--- src/rtl/uart_rx_top_if.sv ---
// Host-side bundle for uart_rx_top: serial line and frame configuration in, received byte and status out.
interface uart_rx_top_if;
   logic       data_in;
   logic [1:0] baud_rate;
   logic [1:0] parity_type;
   logic       stop_bits;
   logic       data_length;
   logic [7:0] data_out;
   logic       rx_active;
   logic       rx_done;
   logic       parity_error;
   logic       stop_error;

   modport master (
      output data_in, baud_rate, parity_type, stop_bits, data_length,
      input  data_out, rx_active, rx_done, parity_error, stop_error
   );

   modport slave (
      input  data_in, baud_rate, parity_type, stop_bits, data_length,
      output data_out, rx_active, rx_done, parity_error, stop_error
   );
endinterface

--- src/rtl/uart_rx_top.sv ---
// uart_rx_top: serial receiver for the uart_tx_top frame format.
// Start bit, 7/8 data bits LSB first, optional odd/even parity, 1/2 stop bits.
// Optional feature macro UART_RX_MAJORITY_EN: 2-of-3 vote around each mid-bit sample.
module uart_rx_top #(
   parameter int unsigned DIV_B0 = 1302,
   parameter int unsigned DIV_B1 = 651,
   parameter int unsigned DIV_B2 = 326,
   parameter int unsigned DIV_B3 = 163
) (
   input  logic         clock,
   input  logic         rst,
   uart_rx_top_if.slave bus
);
   localparam int unsigned CNT_W = 11;

   typedef enum logic [2:0] {S_IDLE, S_START, S_DATA, S_PARITY, S_STOP} state_t;

   state_t           state_q;
   logic             sync1_q, sync2_q, prev_q;
   logic [1:0]       baud_q, ptype_q;
   logic             stop2_q, len8_q;
   logic [CNT_W-1:0] cnt_q;
   logic [2:0]       idx_q;
   logic [7:0]       sh_q;
   logic             par_q, perr_q, serr_q, stop_idx_q;
   logic [7:0]       data_out_q;
   logic             rx_active_q, rx_done_q, parity_error_q, stop_error_q;

   logic [CNT_W-1:0] div_c, target_c;
   logic             tick_c, sample_c, fall_c, has_par_c, last_data_c, serr_c;

   // Two-flop synchronizer plus one delayed copy for edge detection and voting
   always_ff @(posedge clock or negedge rst) begin
      if (!rst) begin
         sync1_q <= 1'b1;
         sync2_q <= 1'b1;
         prev_q  <= 1'b1;
      end else begin
         sync1_q <= bus.data_in;
         sync2_q <= sync1_q;
         prev_q  <= sync2_q;
      end
   end

   // Bit period for the latched baud, sample timing and bit value
   always_comb begin
      div_c = CNT_W'(DIV_B0);
      case (baud_q)
         2'b00:   div_c = CNT_W'(DIV_B0);
         2'b01:   div_c = CNT_W'(DIV_B1);
         2'b10:   div_c = CNT_W'(DIV_B2);
         default: div_c = CNT_W'(DIV_B3);
      endcase
      target_c    = (state_q == S_START) ? (div_c >> 1) : div_c;
      tick_c      = (cnt_q == target_c - CNT_W'(1));
`ifdef UART_RX_MAJORITY_EN
      // sync1_q already holds the value sync2_q takes one clock later (mid+1)
      sample_c    = (prev_q & sync2_q) | (prev_q & sync1_q) | (sync2_q & sync1_q);
`else
      sample_c    = sync2_q;
`endif
      fall_c      = prev_q & ~sync2_q;
      has_par_c   = (ptype_q == 2'b01) || (ptype_q == 2'b10);
      last_data_c = len8_q ? (idx_q == 3'd7) : (idx_q == 3'd6);
      serr_c      = serr_q | ~sample_c;
   end

   // Frame FSM with registered host-side outputs
   always_ff @(posedge clock or negedge rst) begin
      if (!rst) begin
         state_q        <= S_IDLE;
         baud_q         <= 2'b00;
         ptype_q        <= 2'b00;
         stop2_q        <= 1'b0;
         len8_q         <= 1'b0;
         cnt_q          <= '0;
         idx_q          <= '0;
         sh_q           <= '0;
         par_q          <= 1'b0;
         perr_q         <= 1'b0;
         serr_q         <= 1'b0;
         stop_idx_q     <= 1'b0;
         data_out_q     <= '0;
         rx_active_q    <= 1'b0;
         rx_done_q      <= 1'b0;
         parity_error_q <= 1'b0;
         stop_error_q   <= 1'b0;
      end else begin
         rx_done_q <= 1'b0;
         if (state_q != S_IDLE) cnt_q <= tick_c ? '0 : cnt_q + CNT_W'(1);
         case (state_q)
            S_IDLE: begin
               if (fall_c) begin
                  baud_q      <= bus.baud_rate;
                  ptype_q     <= bus.parity_type;
                  stop2_q     <= bus.stop_bits;
                  len8_q      <= bus.data_length;
                  cnt_q       <= '0;
                  idx_q       <= '0;
                  sh_q        <= '0;
                  par_q       <= 1'b0;
                  perr_q      <= 1'b0;
                  serr_q      <= 1'b0;
                  stop_idx_q  <= 1'b0;
                  rx_active_q <= 1'b1;
                  state_q     <= S_START;
               end
            end
            S_START: begin
               if (tick_c) begin
                  if (sample_c) begin
                     rx_active_q <= 1'b0;
                     state_q     <= S_IDLE;
                  end else begin
                     state_q <= S_DATA;
                  end
               end
            end
            S_DATA: begin
               if (tick_c) begin
                  sh_q[idx_q] <= sample_c;
                  par_q       <= par_q ^ sample_c;
                  idx_q       <= idx_q + 3'd1;
                  if (last_data_c) state_q <= has_par_c ? S_PARITY : S_STOP;
               end
            end
            S_PARITY: begin
               if (tick_c) begin
                  // odd: total ones must be odd; even: total ones must be even
                  perr_q  <= (ptype_q == 2'b01) ? ~(par_q ^ sample_c) : (par_q ^ sample_c);
                  state_q <= S_STOP;
               end
            end
            S_STOP: begin
               if (tick_c) begin
                  if (stop2_q && !stop_idx_q) begin
                     stop_idx_q <= 1'b1;
                     serr_q     <= serr_c;
                  end else begin
                     data_out_q     <= sh_q;
                     parity_error_q <= perr_q;
                     stop_error_q   <= serr_c;
                     rx_done_q      <= 1'b1;
                     rx_active_q    <= 1'b0;
                     state_q        <= S_IDLE;
                  end
               end
            end
            default: state_q <= S_IDLE;
         endcase
      end
   end

   assign bus.data_out     = data_out_q;
   assign bus.rx_active    = rx_active_q;
   assign bus.rx_done      = rx_done_q;
   assign bus.parity_error = parity_error_q;
   assign bus.stop_error   = stop_error_q;
endmodule
--- src/flat_wrapper.sv ---
// flat-port wrapper written by rule: the top's interface ports become plain ports
module uart_rx_top_flat 
#(
   parameter int unsigned DIV_B0 = 1302,
   parameter int unsigned DIV_B1 = 651,
   parameter int unsigned DIV_B2 = 326,
   parameter int unsigned DIV_B3 = 163
)
  (clock, rst, bus_data_in, bus_baud_rate, bus_parity_type, bus_stop_bits, bus_data_length, bus_data_out, bus_rx_active, bus_rx_done, bus_parity_error, bus_stop_error);
  uart_rx_top_if bus_i ();
  input  logic clock;
  input  logic rst;
  input wire logic [$bits(bus_i.data_in)-1:0] bus_data_in;
  input wire logic [$bits(bus_i.baud_rate)-1:0] bus_baud_rate;
  input wire logic [$bits(bus_i.parity_type)-1:0] bus_parity_type;
  input wire logic [$bits(bus_i.stop_bits)-1:0] bus_stop_bits;
  input wire logic [$bits(bus_i.data_length)-1:0] bus_data_length;
  output wire logic [$bits(bus_i.data_out)-1:0] bus_data_out;
  output wire logic [$bits(bus_i.rx_active)-1:0] bus_rx_active;
  output wire logic [$bits(bus_i.rx_done)-1:0] bus_rx_done;
  output wire logic [$bits(bus_i.parity_error)-1:0] bus_parity_error;
  output wire logic [$bits(bus_i.stop_error)-1:0] bus_stop_error;
  assign bus_i.data_in = bus_data_in;
  assign bus_i.baud_rate = bus_baud_rate;
  assign bus_i.parity_type = bus_parity_type;
  assign bus_i.stop_bits = bus_stop_bits;
  assign bus_i.data_length = bus_data_length;
  assign bus_data_out = bus_i.data_out;
  assign bus_rx_active = bus_i.rx_active;
  assign bus_rx_done = bus_i.rx_done;
  assign bus_parity_error = bus_i.parity_error;
  assign bus_stop_error = bus_i.stop_error;
  uart_rx_top #(.DIV_B0(DIV_B0), .DIV_B1(DIV_B1), .DIV_B2(DIV_B2), .DIV_B3(DIV_B3)) u_core (.clock(clock), .rst(rst), .bus(bus_i));
endmodule
--- config.mk ---
export PLATFORM = sky130hd
export DESIGN_NAME = uart_rx_top_flat
export DESIGN_NICKNAME = d
export VERILOG_FILES = /design/src/rtl/uart_rx_top_if.sv /design/src/rtl/uart_rx_top.sv /design/src/flat_wrapper.sv
export SDC_FILE = /design/constraint.sdc
export NUM_CORES = 1
export LEC_CHECK = 0
export CAP_MARGIN = 20
export CORE_MARGIN = 10
export CORE_UTILIZATION = 35
export CTS_CLUSTER_DIAMETER = 200
export DETAILED_ROUTE_END_ITERATION = 10
export GPL_TIMING_DRIVEN = 0
export HOLD_SLACK_MARGIN = 0.03
export PLACE_DENSITY_LB_ADDON = 0.1
export SYNTH_ARGS = -nofsm -noshare
export SYNTH_HDL_FRONTEND = slang
export SYNTH_SLANG_ARGS = --single-unit
--- constraint.sdc ---
create_clock -name clock -period 2.7 [get_ports clock]
set_input_delay 0.27 -clock clock [delete_from_list [all_inputs] [get_ports clock]]
set_output_delay 0.27 -clock clock [all_outputs]
set_load 0.01 [all_outputs]
==> results.cfg <==
[layout]
register_area_mm2 = 0.00126
layoutNonFillerInstCount = 402
final_cell_area_mm2 = 0.00320
multiInputGateArea_mm2 = 0.00138
nFillCells = 776
nets = 314
diodes = 0
drive_gt1_frac = 0.152
area_growth_pct = 20.8

[sta]
fmax_ghz = 0.392
hold_violations = 0
tightest_slew_ps = 681
fin_worst_skew_ps = 9.26
setup_violations = 0
period_needed_ps = 2550
slew_headroom = 0.546
min_period_over_period = 0.946
drv_slew = 0
rsz0062_at_grt = true
layout_setup_ws_ps = 147

[yosys]
synth_edf_count = 0
yosys.cell_count.top_type = dfrtp_1
postSynth.asyncResetShare = 1.00
avgSynthCellArea_um2 = 9.70
ys_seq_area_frac = 0.474
yosysWarnings = 0
synth_area_mm2 = 0.00265
synth_common_cells = dfrtp_1, nand2_1, nor2_1
ys_types = 51
synthTopCellsByArea = dfrtp_1, nand2_1, mux2_2, mux2i_1, nor2_1
yosys.area.top_type = dfrtp_1
synth_cells = 273
synth_fp_nets = 285
synth_ff_type = dfrtp_1
ys_ff_latch = 50
synth_top_area_share = 0.444

[die]
die_x_um = 107
ios = 21
die_y_um = 107
initial_core_util = 0.363
core-area_mm2 = 0.00729
rows = 31
die_area_mm2 = 0.0114

[power_and_ir_drop]
power.density_mw_per_mm2 = 757
p_leak_nw = 1.32
peakVddDrop_mv = 0.227

[clocking]
cts_buffer_depth = 2
cts_tree = built
cts_root_buffer = clkbuf_8
clk_latency_ps = 310
clk_pin_slew_ps = 100
clock-sinks = 50
htreeDepth = 2
numCtsBuffers = 5
post-cts-setup-buffers = 0

[placement]
placed_cells = 393
place_area_mm2 = 0.00299
place_ws_ps = -34.7
gp_congestion = 0.765
io_buffer_count = 20
dpl.hpwl_mm = 4.37

[drt]
firstDrtPassIters = 4
drc = 0
wl_per_cell_um = 15.1
drtIter0Drc = 90
num_vias = 2028
viasPerCell = 5.04
antenna_left = 0
wl_mm = 6.06

[global_route]
antenna_found_initial = 0
grt_use_total = 0.111
grt_pass1_wl_mm = 10.4
grt_overflow = 0
grt_max_degree = 29
grt_pass1_vias = 2114

[setup_path]
cp_data_arrival_time_ps = 2790
crit_top_cell = buf_2
cp_top_family = simple AND/OR/NAND/NOR gates
cp_num_buf_inv = 3
required_ps = 2930
criticalPathCategory = flop to flop
crit_slowest_cell = dfrtp_2
worstSetupEndpointType = flop
crit_chain = or3b_1, clkbuf_1, a211o_1, o41ai_1, o22ai_1, buf_2, buf_2, nor3_1, mux2i_1
critical_path.max_stage_delay_ps = 470
cp-start-kind = flop
path_max_fanout = 10

[status]
status = complete, no violations

[run]
maxCapViolations = 0

[hold_path]
worstHoldPathType = input pin to flop
## power breakdown
group	switching, W	total, W	internal (W)
Clock	0.000252	0.000530	0.000278
Combinational	0.000557	0.000922	0.000365
Sequential	0.000112	0.000969	0.000857
Total	0.000921	0.00242	0.00150
## routing by layer
metal | part of all wire | routed length [um] | vias to the layer above | track usage
li1 | - | - | 1008 | -
met1 | 0.46 | 2820 | 990 | 0.134
met2 | 0.50 | 3010 | 21 | 0.190
met3 | 0.021 | 126 | 9 | 0.0234
met4 | 0.018 | 107 | 0 | 0.0416
met5 | 0 | 0 | - | 0
## path summary, 6_finish.rpt
path / startpoint / to / slack, ps / depth (start not counted)
min in group asynchronous: rst / u_core.stop_idx_q / 480 / 2
setup reg to reg: u_core.state_q[2] / u_core.sh_q[2] / 150 / 9
max in group asynchronous: rst / u_core.cnt_q[2] / 1680 / 3
hold reg to reg: u_core.sync1_q / u_core.sample_c / 360 / 0
setup / recovery: u_core.state_q[2] / u_core.sh_q[2] / 150 / 9
hold / removal: bus_data_in / u_core.sync1_q / 360 / 1
## kinds of logic after synthesis
| group | count (synthesis) | share of synthesized area |
|---|---|---|
| simple gates | 125 | 0.240 |
| flops | 50 | 0.474 |
| compound gates | 32 | 0.0921 |
| mux | 22 | 0.0883 |
| fa+ha+maj | 3 | 0.0142 |
| buf+inv | 26 | 0.0420 |
| xor+xnor | 15 | 0.0496 |
## timing repair
action | in CTS | in global routing
setup endpoints to repair | 17 | 42
hold buffers | 1 | 0
pin swaps | 0 | 1
gates resized for setup | 2 | 19
hold endpoints to repair | 19 | 0
## layout make-up
| type | instances | share of cell area |
|---|---|---|
| plain buffers | 18 | 0.0258 |
| repair buffers | 22 | 0.0704 |
| clock buffers | 7 | 0.0239 |
| well taps | 99 | 0.0387 |
| flip-flops and latches | 50 | 0.393 |
| multi-input cells | 197 | 0.430 |
| clock inverters | 1 | 0.00939 |
| inverters | 8 | 0.00939 |
## per-stage QoR
stage               hold slack, ps   util  total power [W]  TNS (ps)
global placement               346  0.408          0.00180    -11570
floorplan                    -25.6      -          0.00157         0
detailed placement             285  0.410          0.00181      -290
global route                   339  0.439          0.00261      -118
CTS                            346  0.428          0.00236         0
finish                         356  0.439          0.00242         0
## flip-flops by register name, indices dropped and copies added, names as in the netlist, 2 cells and up
name / flops
u_core.bus.data_out: 8
u_core.sh_q: 8
u_core.cnt_q: 11
u_core.state_q: 3
u_core.idx_q: 3
u_core.ptype_q: 2
u_core.baud_q: 2
## cells in the final DEF, fill, tap and decap left out, types with 2 or more instances in the layout
cell	n
a211o_1	2
a21oi_1	5
a32o_1	2
and2_1	3
and3_1	2
buf_2	4
clkbuf_1	14
clkbuf_8	5
clkdlybuf4s50_1	19
dfrtp_1	46
dfstp_2	3
ha_1	3
inv_1	8
mux2_2	11
mux2i_1	11
nand2_1	45
nand2b_1	4
nand3_1	9
nand3b_1	3
nand4b_1	3
nor2_1	21
nor2b_1	3
nor3_1	6
nor3_2	5
nor3b_1	2
nor4_1	2
o21ai_0	6
o31ai_1	4
or3_1	3
or3b_1	3
or4_1	2
xnor2_1	6
xor2_1	8
No activity file was read; power rests on OpenSTA's default activity.
